File: src/rtl/serial_adder_control.sv
// Push-button controlled bit-serial adder: synchronizes LoadB/Run, loads B,
// captures A on Run and adds A+B one bit per cycle, publishing Sum/CO once.
module serial_adder_control #(
  parameter int unsigned WIDTH = 16
) (
  input  logic             clk_i,
  input  logic             rst_i,
  input  logic             loadb_i,
  input  logic             run_i,
  input  logic [WIDTH-1:0] sw_i,
  output logic [WIDTH-1:0] sum_o,
  output logic             co_o,
  output logic [WIDTH-1:0] aval_o,
  output logic [WIDTH-1:0] bval_o,
  output logic             busy_o
);

  localparam int unsigned CW = (WIDTH > 1) ? $clog2(WIDTH) : 1;

  typedef enum logic [1:0] {
    S_IDLE = 2'd0,
    S_ADD  = 2'd1,
    S_DONE = 2'd2,
    S_HOLD = 2'd3
  } state_e;

  state_e            state_q, state_d;
  logic [1:0]        run_sync_q, loadb_sync_q;
  logic [WIDTH-1:0]  a_q, a_d;
  logic [WIDTH-1:0]  b_q, b_d;
  logic [WIDTH-1:0]  res_q, res_d;
  logic [WIDTH-1:0]  sum_q, sum_d;
  logic              carry_q, carry_d;
  logic              co_q, co_d;
  logic              busy_q, busy_d;
  logic [CW-1:0]     count_q, count_d;
  logic              run_s_c, loadb_s_c;
  logic              sum_bit_c, cout_c;

  // Buttons are active-low; synchronizers preset to "released"
  assign run_s_c   = ~run_sync_q[1];
  assign loadb_s_c = ~loadb_sync_q[1];

  always_ff @(posedge clk_i or posedge rst_i) begin
    if (rst_i) begin
      state_q      <= S_IDLE;
      run_sync_q   <= 2'b11;
      loadb_sync_q <= 2'b11;
      a_q          <= '0;
      b_q          <= '0;
      res_q        <= '0;
      sum_q        <= '0;
      carry_q      <= 1'b0;
      co_q         <= 1'b0;
      busy_q       <= 1'b0;
      count_q      <= '0;
    end else begin
      state_q      <= state_d;
      run_sync_q   <= {run_sync_q[0], run_i};
      loadb_sync_q <= {loadb_sync_q[0], loadb_i};
      a_q          <= a_d;
      b_q          <= b_d;
      res_q        <= res_d;
      sum_q        <= sum_d;
      carry_q      <= carry_d;
      co_q         <= co_d;
      busy_q       <= busy_d;
      count_q      <= count_d;
    end
  end

  always_comb begin
    state_d   = state_q;
    a_d       = a_q;
    b_d       = b_q;
    res_d     = res_q;
    sum_d     = sum_q;
    carry_d   = carry_q;
    co_d      = co_q;
    busy_d    = busy_q;
    count_d   = count_q;
    sum_bit_c = a_q[count_q] ^ b_q[count_q] ^ carry_q;
    cout_c    = (a_q[count_q] & b_q[count_q]) | (carry_q & (a_q[count_q] ^ b_q[count_q]));

    case (state_q)
      S_IDLE: begin
        // Run takes priority over LoadB on the same edge
        if (run_s_c) begin
          a_d     = sw_i;
          carry_d = 1'b0;
          count_d = '0;
          res_d   = '0;
          busy_d  = 1'b1;
          state_d = S_ADD;
        end else if (loadb_s_c) begin
          b_d = sw_i;
        end
      end
      S_ADD: begin
        res_d   = {sum_bit_c, res_q[WIDTH-1:1]};
        carry_d = cout_c;
        if (count_q == CW'(WIDTH - 1)) begin
          state_d = S_DONE;
        end else begin
          count_d = count_q + CW'(1);
        end
      end
      S_DONE: begin
        sum_d   = res_q;
        co_d    = carry_q;
        busy_d  = 1'b0;
        state_d = S_HOLD;
      end
      S_HOLD: begin
        // Wait for Run release so a held button yields a single add
        if (loadb_s_c) begin
          b_d = sw_i;
        end
        if (!run_s_c) begin
          state_d = S_IDLE;
        end
      end
      default: state_d = S_IDLE;
    endcase
  end

  assign sum_o  = sum_q;
  assign co_o   = co_q;
  assign aval_o = a_q;
  assign bval_o = b_q;
  assign busy_o = busy_q;

endmodule

File: config.mk
export PLATFORM = sky130hd
export DESIGN_NAME = serial_adder_control
export DESIGN_NICKNAME = d
export VERILOG_FILES = /design/src/rtl/serial_adder_control.sv
export SDC_FILE = /design/constraint.sdc
export NUM_CORES = 1
export LEC_CHECK = 0
export CAP_MARGIN = 20
export CORE_MARGIN = 5
export CORE_UTILIZATION = 54
export DETAILED_ROUTE_END_ITERATION = 8
export PLACE_DENSITY = 0.84
export SETUP_SLACK_MARGIN = 0.02
export SKIP_CTS_REPAIR_TIMING = 1
export SLEW_MARGIN = 40
export SYNTH_ARGS = -nofsm -noshare
export SYNTH_HDL_FRONTEND = slang
export SYNTH_SLANG_ARGS = --single-unit
File: constraint.sdc
create_clock -name clk_i -period 4 [get_ports clk_i]
set_input_delay 0.4 -clock clk_i [delete_from_list [all_inputs] [get_ports clk_i]]
set_output_delay 0.4 -clock clk_i [all_outputs]
set_load 0.05 [all_outputs]
# ---- Word level (Yosys, flattened, before mapping)
# Index checks and enable logic that the tools add are counted.
# W data, S select, Z words.
dict set report totals {
  word_cells 58
  input_bits 20
  register_bits 77
}
dict set report classes {
  reduce_logical 10
  n_bitwise 6
  n_lt_le_gt_ge 1
  mux 20
  add_sub_neg 1
  n_eq_ne 9
}
# cell n
set op_table {}
lappend op_table {{$pmux W16 S2} 2}
lappend op_table {{$mux W16} 3}
lappend op_table {{$ne A2 B2 Y1 const B} 5}
lappend op_table {{$bmux W1 S4} 2}
lappend op_table {{$mux W4} 2}
lappend op_table {{$pmux W2 S4} 1}
lappend op_table {{$pmux W4 S2} 1}
lappend op_table {{$reduce_and A2 Y1} 4}
lappend op_table {{$mux W2} 3}
lappend op_table {{$reduce_and A3 Y1} 2}
lappend op_table {{$reduce_bool A2 Y1} 3}
lappend op_table {{$lt A4 B5 Y1 const B} 1}
lappend op_table {{$add A4 B1 Y4 const B} 1}
lappend op_table {{$eq A2 B2 Y1 const B} 2}
lappend op_table {{$eq A4 B4 Y1 const B} 1}
lappend op_table {{$mux W1} 4}
lappend op_table {{$pmux W1 S2} 2}
lappend op_table {{$and A1 B1 Y1} 2}
lappend op_table {{$eq A2 B1 Y1 const B} 1}
lappend op_table {{$logic_not A2 Y1} 1}
lappend op_table {{$xor A1 B1 Y1} 2}
lappend op_table {{$not A1 Y1} 1}
lappend op_table {{$or A1 B1 Y1} 1}

# ---- Depth between registers and ports, before layout
# Gate-level depths: netlist of run 1.
dict set report depth {
  ltp_word 6
  ltp_mapped 8
  mapped_depth_nobuf 6
}

# ---- Worst setup path after synthesis of run 1
# No wires, ideal clock.
dict set report synth_path {
  path_type {register to register}
  from {register a_q[6] (netlist: aval_o[6])}
  to {register res_q[15]}
  synth_period_minus_slack_ps 2231
  setup_ps 121
  path_slack_ps 1769
  t_arrival_ps 2110
  required_time_ps 3879
  path_stages_with_launch 7
  cell_sequence {dfrtp_1 -> mux4_2 -> nor2b_1 -> a211oi_1 -> a21oi_1 -> fa_1 -> a22o_1}
}
dict set report synth_via {
  elab_chain_len 5
}
# element line
set synth_rtl {}
lappend synth_rtl {{start, declared} 29} ;# logic [WIDTH-1:0] a_q, a_d;
lappend synth_rtl {{start signal, assigned} 49} ;# a_q <= '0;
lappend synth_rtl {{start signal, assigned} 61} ;# a_q <= a_d;
lappend synth_rtl {{$bmux W1 S4} 82} ;# sum_bit_c = a_q[count_q] ^ b_q[count_q] ^ carry_q;
lappend synth_rtl {{$mux W1 (implied by the code)} 82}
lappend synth_rtl {{$xor A1 B1 Y1 (2 in series)} 82}
lappend synth_rtl {{$pmux W16 S2} 85} ;# case (state_q)
lappend synth_rtl {{end signal, assigned} 63} ;# res_q <= res_d;
lappend synth_rtl {{end, declared} 31} ;# logic [WIDTH-1:0] res_q, res_d;
# No other way between the ends. The select of a mux whose other input is x is not followed.
# A chain may end at the register's enable or synchronous reset.

# ---- Worst setup path in the final report of run 1
dict set report layout_path {
  from {register count_q[1]}
  to {register res_q[15]}
}
dict set report layout_via {
  elab_chain_len 5
}
# element line
set layout_rtl {}
lappend layout_rtl {{start, declared} 36} ;# logic [CW-1:0] count_q, count_d;
lappend layout_rtl {{start signal, assigned} 68} ;# count_q <= count_d;
lappend layout_rtl {{$bmux W1 S4} 82}
lappend layout_rtl {{$mux W1 (implied by the code)} 82}
lappend layout_rtl {{$xor A1 B1 Y1 (*) (2 in series)} 82}
lappend layout_rtl {{$pmux W16 S2 (*)} 85}
# Every way passes the cells marked *; elsewhere a longest branch is shown, timed or not. The select of a mux whose other input is x is not followed.

==> results of run 1 <==
final cells by class:
class,count,area (sq um)
sequential,77,1932
clock buffer,13,178.9
multi-input combinational,157,1276
tap,75,93.84
timing repair buffer,72,713.2
fill,433,1719
inverter,6,25.02
clock inverter,3,17.52
per-stage QoR:
| step | hold WS [ns] | total power [mW] |
|---|---|---|
| after floorplan | 0.3452 | 2.757 |
| final | 0.3603 | 3.917 |
| after global routing | 0.3665 | 4.139 |
| after detailed placement | 0.3490 | 3.369 |
| after CTS | 0.3620 | 3.947 |
| after global placement | 0.3460 | 3.318 |
path summary, 6_finish.rpt:
| path | endpoint | slack (ns) | cells after the start |
|---|---|---|---|
| max | res_q[15] | 1.46 | 6 |
| min | loadb_sync_q[1] | 0.36 | 0 |
| max reg2reg | res_q[15] | 1.46 | 6 |
| min reg2reg | loadb_sync_q[1] | 0.36 | 0 |
| max in group asynchronous | aval_o[9] | 2.86 | 3 |
| min in group asynchronous | res_q[10] | 0.45 | 2 |
power by group:
part	switching (mW)	internal (mW)
sequential	0.252	1.03
combinational	1.25	0.818
clock	0.272	0.291
layout by cell type (no fill, tap or decap), types with 2 or more instances in the layout:
cell,instances
clkdlybuf4s50_1,69
a21oi_1,4
o21ai_0,7
dfstp_2,4
nand2_1,55
a22o_1,19
mux2i_1,4
a221oi_1,2
buf_4,3
clkinv_2,2
clkbuf_8,13
mux4_2,7
ha_1,5
nor2b_1,2
and2_1,2
nand3_1,3
dfrtp_1,73
inv_1,5
mux2_2,24
nor2_1,3
mux2_4,10
flip-flops by register name (all words and copies together) (netlist names):
signal / count
count_q: 4
sum_o: 16
run_sync_q: 2
busy_o: 1
bval_o: 16
co_o: 1
carry_q: 1
res_q: 16
state_q: 2
aval_o: 16
loadb_sync_q: 2
critical path, cell delays in order (launching register included):
cell and delay [ns]:
dfrtp_1 0.68, mux4_2 0.58, nor2b_1 0.16, a211oi_1 0.25
a21oi_1 0.09, fa_1 0.47, a22o_1 0.20
kinds of logic after synthesis:
logic type      count (synthesis)  share of synthesized area [%]
fa+ha+maj                       7                          2.864
simple gates                   68                          8.515
compound gates                 37                          8.327
flops                          77                          58.18
mux                            45                          18.61
buf+inv                        21                          3.504
per-layer routing:
| layer | vias to the layer above | global-route usage (%) |
|---|---|---|
| met3 | 11 | 3.538 |
| met5 | - | 0 |
| met1 | 1112 | 27.03 |
| met2 | 50 | 31.27 |
| li1 | 1019 | - |
| met4 | 0 | 7.830 |
==> flow_summary.toml, run 1 <==
[logic_synthesis]
synth_common_cells = "dfrtp_1, nand2_1, mux2_2, a22o_1, mux2_4"
synth_edf_count = 0
synth_ff_type = "dfrtp_1"
synth.avg_cell_area_sq_um = 13.02
synth_top_area_share_pct = 55.01
yosysSeqAreaShare_pct = 58.18
synth-seq-cells = 77
synth_area_leader_cell = "dfrtp_1"
synthArstFlopShare_pct = 100.0
synth_fp_nets = 282
synth.most_common_cell = "dfrtp_1"
syn_inst = 255
syn_area_sq_mm = 0.003321
synth_cell_types = 31
synth.area.top_cells = "dfrtp_1, mux2_2, nand2_1, a22o_1, mux4_2"
yosys_warnings = 0

[status]
outcome = "completed"

[power]
p_leak_nw = 1.965
p_per_area_mw_per_mm2 = 924.6
peakVddDrop_v = 0.0006067

[sta]
finalSetupViolCount = 0
final_hold_viol_count = 0
slew_violations = 0
period_needed_ns = 2.541
relSlewSlack_pct = 55.53
finalCritPeriodShare_pct = 63.52
rsz0062_at_grt = "false"
fin_skew_ns = 0.007230
tightest_slew_ns = 0.6670
fin_tns_setup_ns = 0
final.setup.worst_slack_ns = 1.459
fmax_mhz = 393.5

[place]
dp.cells = 387
place_area_sq_mm = 0.004036
port_buffers = 69
pre_cts_ws_ns = 1.427
place_congestion = 0.8218
dp_hpwl_mm = 4.781

[route]
postRouteAntennaNets = 0
wl_met2_mm = 3.426
wl_per_cell_um = 17.19
drt_pass1_iterations = 4
wl_met1_mm = 3.096
route.met3.wl_um = 285
via_per_inst = 5.439
vias = 2192
routed.top_layer = "met4"
wl_mm = 6.926
first_iter_violations = 141
drc = 0

[clock_tree]
clock_sinks = 77
cts_buffer_depth = 2
clkTransAtPathRegs_ns = 0.07
cts_tree = "done"
cts_made_buffers = 9
clock_latency_ns = 0.34
clockRootBuffer = "clkbuf_8"
htreeDepth = 3

[final_layout]
antenna_cells = 0
nNetsFinal = 350
area_delta_synth_final_pct = 27.58
drive_above_1_share_pct = 20.73
stdcell_area_sq_mm = 0.004237
final_util_pct = 71.13
instances_no_fill = 403

[setup_path]
startpoint_type = "flop"
cp-startpoint = "count_q[1]"
crit_required_ns = 4.24
cp_data_arrival_time_ns = 2.78
cp-end-kind = "flop"
path_class = "reg -> reg"
r2r-start = "count_q[1]"
critPathMaxFanout = 13

[floorplan]
dieHeight_um = 88.42
rows = 28
pin_count = 70
die_area_sq_mm = 0.007818
design.core.area_sq_mm = 0.005956
start_util_pct = 55.76
die_w_um = 88.42

[hold_path]
hp-start = "loadb_sync_q[0]"
hp-class = "reg -> reg"

[global_routing]
antenna_found_initial = 0
grt_pass1_vias = 2353
grt_pass1_wl_mm = 11.71
grt_usage_pct = 19.66
grt_max_degree = 46
grt-ovfl-total = 0

[run]
max-cap-violations = 0
Note: power is estimated with default switching activity, not from simulation.
==> inputs of run 2 (changes only) <==
Settings changed: CORE_UTILIZATION 54 to 46, PLACE_DENSITY 0.84 to 0.76.
Clock period 4 ns to 2.1 ns, I/O delays scaled along.
==> run 2 against run 1 <==
  * Global-route usage is 3.2 points lower
  * Clock-buffer cell count is 1 lower
  * Clock power is 110% higher
  * Maximum frequency is 22% higher
  * Largest cell class unchanged
  * Highest routed layer unchanged
==> flow_summary.toml, run 2 (synthesis gave the netlist of run 1 again) <==
[global_routing]
grt_usage_pct = 16.44
gr-usage-met1_pct = 21.90
grt_pass1_vias = 2336
grt_pass1_wl_mm = 11.46
top_usage_layer = "met2"
grt_use_met3_pct = 3.347
grt_max_degree = 78
grt-ovfl-total = 0
antenna_found_initial = 0
met2_usage_pct = 26.25

[status]
outcome = "completed"

[setup_path]
path_class = "reg -> reg"
r2r-start = "count_q[0]"
cp_data_arrival_time_ns = 2.31
startpoint_type = "flop"
regToRegEndpoint = "res_q[15]"
reg2reg_depth = 6
cp-end-kind = "flop"
critPathMaxFanout = 4
ff2ff_setup_slack_ns = 0.02
crit_required_ns = 2.33

[route]
wl_mm = 6.972
postRouteAntennaNets = 0
drt_pass1_iterations = 4
wl_per_cell_um = 15.92
via_per_inst = 5.107
vias = 2237
first_iter_violations = 94
drc = 0

[final_layout]
instances_no_fill = 438
nNetsFinal = 361
stdcell_area_sq_mm = 0.004415
mostFrequentLayoutCell = "clkdlybuf4s50_1"
antenna_cells = 0
multiInputGateArea_sq_mm = 0.001292
seqCellArea_sq_mm = 0.001939
layout_common_cells = "clkdlybuf4s50_1, dfrtp_1, nand2_1"
fillers = 599
drive_above_1_share_pct = 25.07
final_util_pct = 61.87
area_delta_synth_final_pct = 32.97

[power]
p_leak_nw = 2.028
p_per_area_mw_per_mm2 = 1765
peakVddDrop_v = 0.0008130
finalPower_mw = 7.793

[clock_tree]
htreeDepth = 3
clock_latency_ns = 0.34
cts_buffer_depth = 2
clkTransAtPathRegs_ns = 0.08
clock_sinks = 77
cts_tree = "done"
cts_made_buffers = 9
clockRootBuffer = "clkbuf_8"

[place]
pre_cts_ws_ns = -0.04954
port_buffers = 69
place_area_sq_mm = 0.004153
dp.cells = 420
place_congestion = 0.8444
dp_hpwl_mm = 4.950

[hold_path]
holdPathEnd = "loadb_sync_q[0]"
hold_depth = 1
hp-class = "in -> reg"
hp-start = "loadb_i"

[sta]
period_needed_ns = 2.079
tightest_slew_ns = 0.6441
finalCritPeriodShare_pct = 99.02
final_hold_viol_count = 0
finalSetupViolCount = 0
slew_violations = 0
rsz0062_at_grt = "true"
fmax_mhz = 480.9
fin_tns_setup_ns = 0
whs_ns = 0.2803
final.setup.worst_slack_ns = 0.02055
relSlewSlack_pct = 57.06
fin_skew_ns = 0.01146

[run]
max-cap-violations = 0

[floorplan]
start_util_pct = 46.53
dieHeight_um = 94.97
design.core.area_sq_mm = 0.007137
die_area_sq_mm = 0.009018
rows = 31
die_w_um = 94.97
pin_count = 70
## run 2: changes by cell type in the layout (fill, tap and decap cells not counted), moves of 3 or more
| cell | before | now |
|---|---|---|
| dfrtp_1 | 73 | 67 |
| buf_4 | 3 | 11 |
| clkbuf_8 | 13 | 10 |
| dfrtp_2 | 0 | 6 |
## run 2: how the worst max path moves through the flow
| stage | slack [ns] | cells after the start | from | endpoint |
|---|---|---|---|---|
| after floorplan | -0.04 | 5 | aval_o[7] | res_q[15] |
| after global placement | -0.009 | 6 | count_q[1] | res_q[15] |
| after detailed placement | -0.05 | 6 | count_q[0] | res_q[15] |
| after CTS | -0.08 | 6 | count_q[0] | res_q[15] |
| after global routing | -0.05 | 7 | count_q[1] | res_q[15] |
| final | 0.02 | 6 | count_q[0] | res_q[15] |
## run 2: per-layer routing
layer | up-vias | wire, um | part of all wire, %
met5 | - | 0 | 0
met2 | 50 | 3425 | 49
met4 | 0 | 102 | 1.5
li1 | 1047 | - | -
met1 | 1130 | 3160 | 45
met3 | 10 | 283 | 4.1
## run 2: layout make-up
| class | count | share of cell area (%) |
|---|---|---|
| inverter | 6 | 0.5951 |
| sequential | 77 | 43.92 |
| clock inverter | 4 | 1.644 |
| tap | 99 | 2.805 |
| multi-input combinational | 157 | 29.27 |
| timing repair buffer | 83 | 18.48 |
| clock buffer | 12 | 3.287 |
## run 2: worst max-delay path, stage by stage (launching register included)
cell	delay (ns)
dfrtp_2	0.41
buf_4	0.12
mux4_2	0.49
a32oi_1	0.22
o21ai_1	0.12
fa_2	0.41
a22o_1	0.20
## run 2: power by group
group,switching [mW],total (mW),internal (mW),leakage (nW)
clock,0.510,1.21,0.701,0.107
combinational,2.49,4.18,1.69,0.943
sequential,0.424,2.40,1.97,0.978
